**config.mk**
```make
export PLATFORM = sky130hd
export DESIGN_NAME = scan_code_display_sequencer
export DESIGN_NICKNAME = d
export VERILOG_FILES = /design/src/rtl/scan_code_display_sequencer.sv
export SDC_FILE = /design/constraint.sdc
export NUM_CORES = 1
export LEC_CHECK = 0
export CORE_MARGIN = 1
export CORE_UTILIZATION = 48
export CTS_BUF_LIST = sky130_fd_sc_hd__clkbuf_8 sky130_fd_sc_hd__clkbuf_16
export CTS_CLUSTER_SIZE = 24
export DETAILED_ROUTE_END_ITERATION = 8
export GPL_TIMING_DRIVEN = 0
export PLACE_DENSITY = 0.73
export SLEW_MARGIN = 20
export SYNTH_ARGS = -nofsm -noshare
export SYNTH_HDL_FRONTEND = slang
export SYNTH_SLANG_ARGS = --single-unit
```
**constraint.sdc**
```tcl
create_clock -name clk -period 2.8 [get_ports clk]
set_clock_uncertainty 0.1 [all_clocks]
set_input_delay 0.56 -clock clk [delete_from_list [all_inputs] [get_ports clk]]
set_output_delay 0.56 -clock clk [all_outputs]
set_load 0.05 [all_outputs]
```
**src/rtl/scan_code_display_sequencer.sv**
```systemverilog
// scan_code_display_sequencer
//   Sits between the PS/2 keyboard receiver and the seven-segment controller.
//   Filters PS/2 protocol bytes (E0 extended prefix, F0 break prefix, released
//   key codes, typematic repeats) and keeps the last four pressed make codes
//   as a 32-bit display word. Also runs the digit multiplex schedule.
//
// Ports
//   clk            system clock
//   reset_n        asynchronous active-low reset (deassertion synchronised)
//   i_code_valid   i_code_data holds a received keyboard byte
//   i_code_data    keyboard byte
//   o_code_ready   sequencer accepts a byte this cycle (low only in SHIFT)
//   o_scan_codes   key history, [7:0] newest, [31:24] oldest, 8'h00 = empty
//   o_digit_sel    digit currently driven, 0..3
//   o_digit_tick   one-cycle pulse on the cycle digit_sel advances
//
// state | meaning
// IDLE  | no key held, waiting for a make code or break prefix
// HELD  | last_make is held down; identical bytes are typematic repeats
// BREAK | F0 seen, next byte is a released-key code
// SHIFT | one cycle: push pending code into the history (or clear it)
module scan_code_display_sequencer #(
  parameter int unsigned REFRESH_DIV = 100000,
  parameter logic [7:0]  CLEAR_CODE  = 8'h66
) (
  input  logic        clk,
  input  logic        reset_n,
  input  logic        i_code_valid,
  input  logic [7:0]  i_code_data,
  output logic        o_code_ready,
  output logic [31:0] o_scan_codes,
  output logic [1:0]  o_digit_sel,
  output logic        o_digit_tick
);

  localparam int unsigned CNT_W = $clog2(REFRESH_DIV);
  localparam logic [CNT_W-1:0] CNT_LAST = CNT_W'(REFRESH_DIV - 1);

  localparam logic [7:0] EXT_CODE   = 8'hE0;
  localparam logic [7:0] BREAK_CODE = 8'hF0;
  localparam logic [7:0] NULL_CODE  = 8'h00;

  typedef enum logic [1:0] {
    S_IDLE  = 2'd0,
    S_HELD  = 2'd1,
    S_BREAK = 2'd2,
    S_SHIFT = 2'd3
  } state_t;

  // Reset asserts asynchronously and releases on the first clk edge after
  // reset_n rises; every other flop uses this synchronised reset.
  logic r_rst_sync;
  logic w_rst_n;

  always_ff @(posedge clk or negedge reset_n) begin
    if (!reset_n) r_rst_sync <= 1'b0;
    else          r_rst_sync <= 1'b1;
  end

  assign w_rst_n = r_rst_sync;

  state_t      r_state;
  state_t      w_state_nxt;
  logic [7:0]  r_pending;
  logic [7:0]  w_pending_nxt;
  logic [7:0]  r_last_make;
  logic [7:0]  w_last_make_nxt;
  logic [31:0] r_scan_codes;
  logic [31:0] w_scan_nxt;
  logic        w_accept;
  logic        w_byte_usable;

  assign o_code_ready  = r_rst_sync && (r_state != S_SHIFT);
  assign w_accept      = i_code_valid && o_code_ready;
  // E0 and 00 never change state or data, so they are filtered up front.
  assign w_byte_usable = w_accept && (i_code_data != EXT_CODE) &&
                         (i_code_data != NULL_CODE);

  always_ff @(posedge clk or negedge w_rst_n) begin
    if (!w_rst_n) begin
      r_state      <= S_IDLE;
      r_pending    <= 8'h00;
      r_last_make  <= 8'h00;
      r_scan_codes <= 32'h0;
    end else begin
      r_state      <= w_state_nxt;
      r_pending    <= w_pending_nxt;
      r_last_make  <= w_last_make_nxt;
      r_scan_codes <= w_scan_nxt;
    end
  end

  always_comb begin
    w_state_nxt     = r_state;
    w_pending_nxt   = r_pending;
    w_last_make_nxt = r_last_make;
    w_scan_nxt      = r_scan_codes;
    case (r_state)
      S_SHIFT: begin
        w_state_nxt = S_HELD;
        if (r_pending == CLEAR_CODE) w_scan_nxt = 32'h0;
        else                         w_scan_nxt = {r_scan_codes[23:0], r_pending};
      end
      S_IDLE: begin
        if (w_byte_usable) begin
          if (i_code_data == BREAK_CODE) begin
            w_state_nxt = S_BREAK;
          end else begin
            w_pending_nxt   = i_code_data;
            w_last_make_nxt = i_code_data;
            w_state_nxt     = S_SHIFT;
          end
        end
      end
      S_HELD: begin
        if (w_byte_usable) begin
          if (i_code_data == BREAK_CODE) begin
            w_state_nxt = S_BREAK;
          end else if (i_code_data != r_last_make) begin
            w_pending_nxt   = i_code_data;
            w_last_make_nxt = i_code_data;
            w_state_nxt     = S_SHIFT;
          end
        end
      end
      S_BREAK: begin
        if (w_byte_usable) begin
          // Releasing the held key returns to IDLE; releasing some other key
          // leaves the held key still down.
          if (i_code_data == r_last_make) begin
            w_last_make_nxt = 8'h00;
            w_state_nxt     = S_IDLE;
          end else begin
            w_state_nxt = S_HELD;
          end
        end
      end
      default: w_state_nxt = S_IDLE;
    endcase
  end

  assign o_scan_codes = r_scan_codes;

  // Free-running refresh scheduler, independent of the FSM.
  logic [CNT_W-1:0] r_ref_cnt;
  logic [1:0]       r_digit_sel;
  logic             w_ref_last;

  assign w_ref_last = (r_ref_cnt == CNT_LAST);

  always_ff @(posedge clk or negedge w_rst_n) begin
    if (!w_rst_n) begin
      r_ref_cnt   <= '0;
      r_digit_sel <= 2'd0;
    end else if (w_ref_last) begin
      r_ref_cnt   <= '0;
      r_digit_sel <= r_digit_sel + 2'd1;
    end else begin
      r_ref_cnt   <= r_ref_cnt + CNT_W'(1);
    end
  end

  assign o_digit_sel  = r_digit_sel;
  assign o_digit_tick = w_ref_last;

endmodule

```
==> reports/summary.log <==
INFO  run_status     status=finished clean
INFO  timing         grt_setup_unrepaired=false
INFO  power_and_ir_drop peakVddDrop=590.5uV
INFO  critical_path  worst_r2r_endpoint=o_scan_codes[24]
INFO  finish         post-route-util=63.63%
INFO  placement      numPortBuffers=46
INFO  timing         fin_setup_tns=0ns
INFO  finish         ratio_of_cells_with_drive_above_1_in_the_final_layout=16.25%
INFO  hold_path      hold_class=reg -> async
INFO  cts            clk_root_buffer_cell=sky130_fd_sc_hd__clkbuf_8
INFO  timing         timing.fmax=0.3794GHz
INFO  timing         max_slew.worst_pin.slew=0.7516ns
INFO  grt            grt_start_max_net_pins=60
INFO  route          number_of_iterations_in_the_first_detailed_routing_pass=6
INFO  logic_synthesis netlist_instances=222
INFO  placement      place_hpwl=3880um
INFO  critical_path  setup.reg_to_reg.worst_slack=0.62ns
INFO  cts            clock_path_buffers=2
INFO  floorplan      floorplan.core_area=5921um^2
INFO  critical_path  timing_worst_setup_path_type=reg -> out
INFO  critical_path  nature_of_the_critical_path_startpoint=flop
INFO  critical_path  critical_path.max_fanout=12
INFO  finish         growth_of_design_area_from_synthesis_to_finish=28.13%
INFO  logic_synthesis ys.warnings.count=0
INFO  power_and_ir_drop total_power=3.472mW
INFO  critical_path  beginning_of_the_worst_register_to_register_path=r_state[0]
INFO  floorplan      start_util=49.66%
INFO  power_and_ir_drop power-per-cell-area=921.6nW/um^2
INFO  cts            clkLatencyLatePin=0.34ns
INFO  grt            grt_pass1_wl=9039um
INFO  grt            globalRoute.totalOverflow=0
INFO  cts            h-tree-depth=3
INFO  floorplan      boundary_pin_count=47
INFO  critical_path  launch_point_of_the_critical_path=r_ref_cnt[2]
INFO  floorplan      fp.dieW=80.27um
INFO  placement      finalWeightedCongestion=0.8299
INFO  grt            initial_antenna_violation_count=0
INFO  floorplan      die_height=80.27um
INFO  floorplan      die_area=6442um^2
INFO  critical_path  end_kind=output port
INFO  timing         setup-violations-final=0
INFO  logic_synthesis post_synth_net_total=234
INFO  route          number_of_drc_markers_in_iteration_0=138
INFO  grt            total_grt_usage=18.87%
INFO  route          totalWireLength=5342um
INFO  route          wire_per_inst=14.92um
INFO  timing         timing.max_slew.rel_slack=49.89%
INFO  critical_path  worstPathRequired=2.14ns
INFO  logic_synthesis netlist_area=2940um^2
INFO  logic_synthesis yosysUniqueCellTypes=37
INFO  logic_synthesis synth.yosys.seq_area_share=59.57%
INFO  power_and_ir_drop leakage=1.659nW
INFO  finish         antenna-diode-count=0
INFO  critical_path  reg2regPathDepth=4
INFO  timing         timing.final.max_slew_violations=0
INFO  route          detail_route.drc_violations=0
INFO  grt            first_global_vias=1852
INFO  cts            hold_buffers=0
INFO  critical_path  critPathCapture=o_digit_tick
INFO  route          vias_per_cell=5.536
INFO  cts            clock_transition_at_the_registers_of_the_reported_paths=0.07ns
INFO  timing         timing.final.hold_violations=0
INFO  critical_path  worst-endpoint-arrival=1.98ns
INFO  cts            tritoncts_clock_tree=yes
INFO  cts            cts.sinks=70
INFO  finish         finalNetCount=290
INFO  timing         final_period_minus_worst_setup_slack=2.636ns
INFO  logic_synthesis synth-seq-cells=70
INFO  floorplan      num_rows=28
INFO  run            maxCapViolations=0
INFO  route          ant_nets=0
INFO  logic_synthesis mapped_avg_cell_area=13.24um^2
INFO  route          via_count=1982
INFO  timing         final_cycle_utilization_of_the_critical_path=94.13%
INFO  cts            tritoncts.num_buffers=9
[critical path, cell delays in order, from the launching register on]
cell and delay [ns]:
sky130_fd_sc_hd__dfrtp_1 0.39, sky130_fd_sc_hd__and3_1 0.26, sky130_fd_sc_hd__and3_1 0.20, sky130_fd_sc_hd__and4_2 0.38, sky130_fd_sc_hd__clkdlybuf4s15_2 0.41
[kinds of logic (layout without fill, tap and decap cells)]
| family | count (synthesis) | after routing | synth area share [%] |
|---|---|---|---|
| other cells | 1 | 1 | 0.1275 |
| flops | 70 | 70 | 59.57 |
| xor+xnor | 23 | 23 | 6.851 |
| fa+ha+maj | 1 | 1 | 0.4255 |
| mux | 8 | 8 | 3.574 |
| compound gates | 54 | 54 | 16.21 |
| simple gates | 55 | 55 | 11.57 |
| buf+inv | 10 | 71 | 1.660 |
[through the flow]
stage | area, um^2 | hold WS [ns] | cells | worst slack, ns
6_report | 3767 | 0.07726 | 358 | 0.1645
5_1_grt | 3767 | 0.09683 | 358 | 0.004059
4_1_cts | 3764 | 0.08332 | 358 | 0.02584
3_5_place_dp | 3526 | 0.07594 | 344 | -0.1913
3_3_place_gp | 3496 | 0.3428 | 343 | -0.3690
2_1_floorplan | 2942 | 0.1644 | 222 | 0.1028
[flip-flops by register name, indices dropped and copies added, names as in the netlist]
signal,cells
r_rst_sync,1
o_digit_sel,2
o_scan_codes,32
r_pending,8
r_last_make,8
r_state,2
r_ref_cnt,17
[placed cells by master, fill, tap and decap left out, types with 4 or more instances in the layout]
master,instances
sky130_fd_sc_hd__o21ai_0,4
sky130_fd_sc_hd__nand3_1,8
sky130_fd_sc_hd__nand2_1,8
sky130_fd_sc_hd__a22o_1,29
sky130_fd_sc_hd__clkbuf_1,5
sky130_fd_sc_hd__dfrtp_1,69
sky130_fd_sc_hd__a22o_2,12
sky130_fd_sc_hd__and3_1,4
sky130_fd_sc_hd__xnor2_1,7
sky130_fd_sc_hd__nor2_1,7
sky130_fd_sc_hd__mux2_2,4
sky130_fd_sc_hd__nor2b_1,4
sky130_fd_sc_hd__mux2_4,4
sky130_fd_sc_hd__clkbuf_8,9
sky130_fd_sc_hd__nor3_1,4
sky130_fd_sc_hd__xor2_1,16
sky130_fd_sc_hd__clkdlybuf4s50_1,44
[power breakdown]
part	internal, mW	leakage (nW)	switching [mW]
logic	0.433	0.650	0.710
registers	1.20	0.897	0.149
clock network	0.594	0.112	0.387
[area by class of cell]
class,count,area [um^2]
multi-input combinational,142,1144
clock buffer,9,123.9
clock inverter,7,121.4
fill,453,2153
tap,75,93.84
buffer,7,37.54
sequential,70,1755
inverter,1,3.754
timing repair buffer,47,488.0
[Yosys cell counts]
cell / count / share of area (%)
sky130_fd_sc_hd__nand3_1: 8 / 1.4
sky130_fd_sc_hd__a22o_1: 29 / 8.6
sky130_fd_sc_hd__nand4_1: 3 / 0.64
sky130_fd_sc_hd__buf_4: 1 / 0.26
sky130_fd_sc_hd__mux2_2: 4 / 1.5
sky130_fd_sc_hd__and3_1: 4 / 0.85
sky130_fd_sc_hd__dfrtp_1: 70 / 60
sky130_fd_sc_hd__clkbuf_1: 7 / 0.89
sky130_fd_sc_hd__nor4bb_1: 2 / 0.68
sky130_fd_sc_hd__nor2b_1: 4 / 0.85
sky130_fd_sc_hd__buf_6: 1 / 0.38
sky130_fd_sc_hd__o21ai_0: 4 / 0.68
sky130_fd_sc_hd__and4_1: 3 / 0.89
sky130_fd_sc_hd__o32a_1: 1 / 0.34
sky130_fd_sc_hd__a31oi_1: 1 / 0.21
sky130_fd_sc_hd__inv_1: 1 / 0.13
sky130_fd_sc_hd__xnor2_1: 7 / 2.1
sky130_fd_sc_hd__and2_1: 3 / 0.64
sky130_fd_sc_hd__nor2_1: 7 / 0.89
sky130_fd_sc_hd__xor2_1: 16 / 4.8
sky130_fd_sc_hd__nor3_1: 4 / 0.68
sky130_fd_sc_hd__or3_1: 1 / 0.21
sky130_fd_sc_hd__a21boi_0: 2 / 0.51
sky130_fd_sc_hd__nor4_4: 2 / 1.4
sky130_fd_sc_hd__a22o_2: 12 / 4.1
sky130_fd_sc_hd__o211ai_1: 1 / 0.26
sky130_fd_sc_hd__a21oi_1: 2 / 0.34
sky130_fd_sc_hd__conb_1: 1 / 0.13
sky130_fd_sc_hd__nand4bb_1: 1 / 0.38
sky130_fd_sc_hd__o31ai_1: 1 / 0.26
sky130_fd_sc_hd__nand3b_1: 1 / 0.26
sky130_fd_sc_hd__a311oi_4: 1 / 0.89
sky130_fd_sc_hd__nand2_1: 9 / 1.1
sky130_fd_sc_hd__nor4_1: 2 / 0.43
sky130_fd_sc_hd__nand2b_1: 1 / 0.21
sky130_fd_sc_hd__mux2_4: 4 / 2.0
sky130_fd_sc_hd__ha_1: 1 / 0.43
[worst min path at each step]
stage,cells after the start,startpoint,slack [ns],to
6_report,0,r_rst_sync,0.08,o_scan_codes[7]
5_1_grt,0,r_rst_sync,0.1,r_last_make[5]
4_1_cts,0,r_rst_sync,0.08,r_last_make[5]
3_5_place_dp,0,r_rst_sync,0.08,r_last_make[5]
3_3_place_gp,1,r_ref_cnt[0],0.34,r_ref_cnt[0]
2_1_floorplan,0,reset_n,0.16,r_rst_sync
[layer usage]
metal / routed length (um) / part of all wire (%) / GRT usage, % / up-vias
li1: - / - / - / 943
met4: 108 / 2.0 / 9.821 / 0
met5: 0 / 0 / 0 / -
met3: 205 / 3.8 / 5.000 / 9
met1: 2612 / 49 / 25.46 / 975
met2: 2416 / 45 / 27.78 / 55
[timing repair]
| item | CTS | global route |
|---|---|---|
| endpoints found under the setup margin | 2 | 2 |
| setup buffers | 0 | 0 |
| gates resized for setup | 4 | 2 |
(Power assumes the default switching activity.)
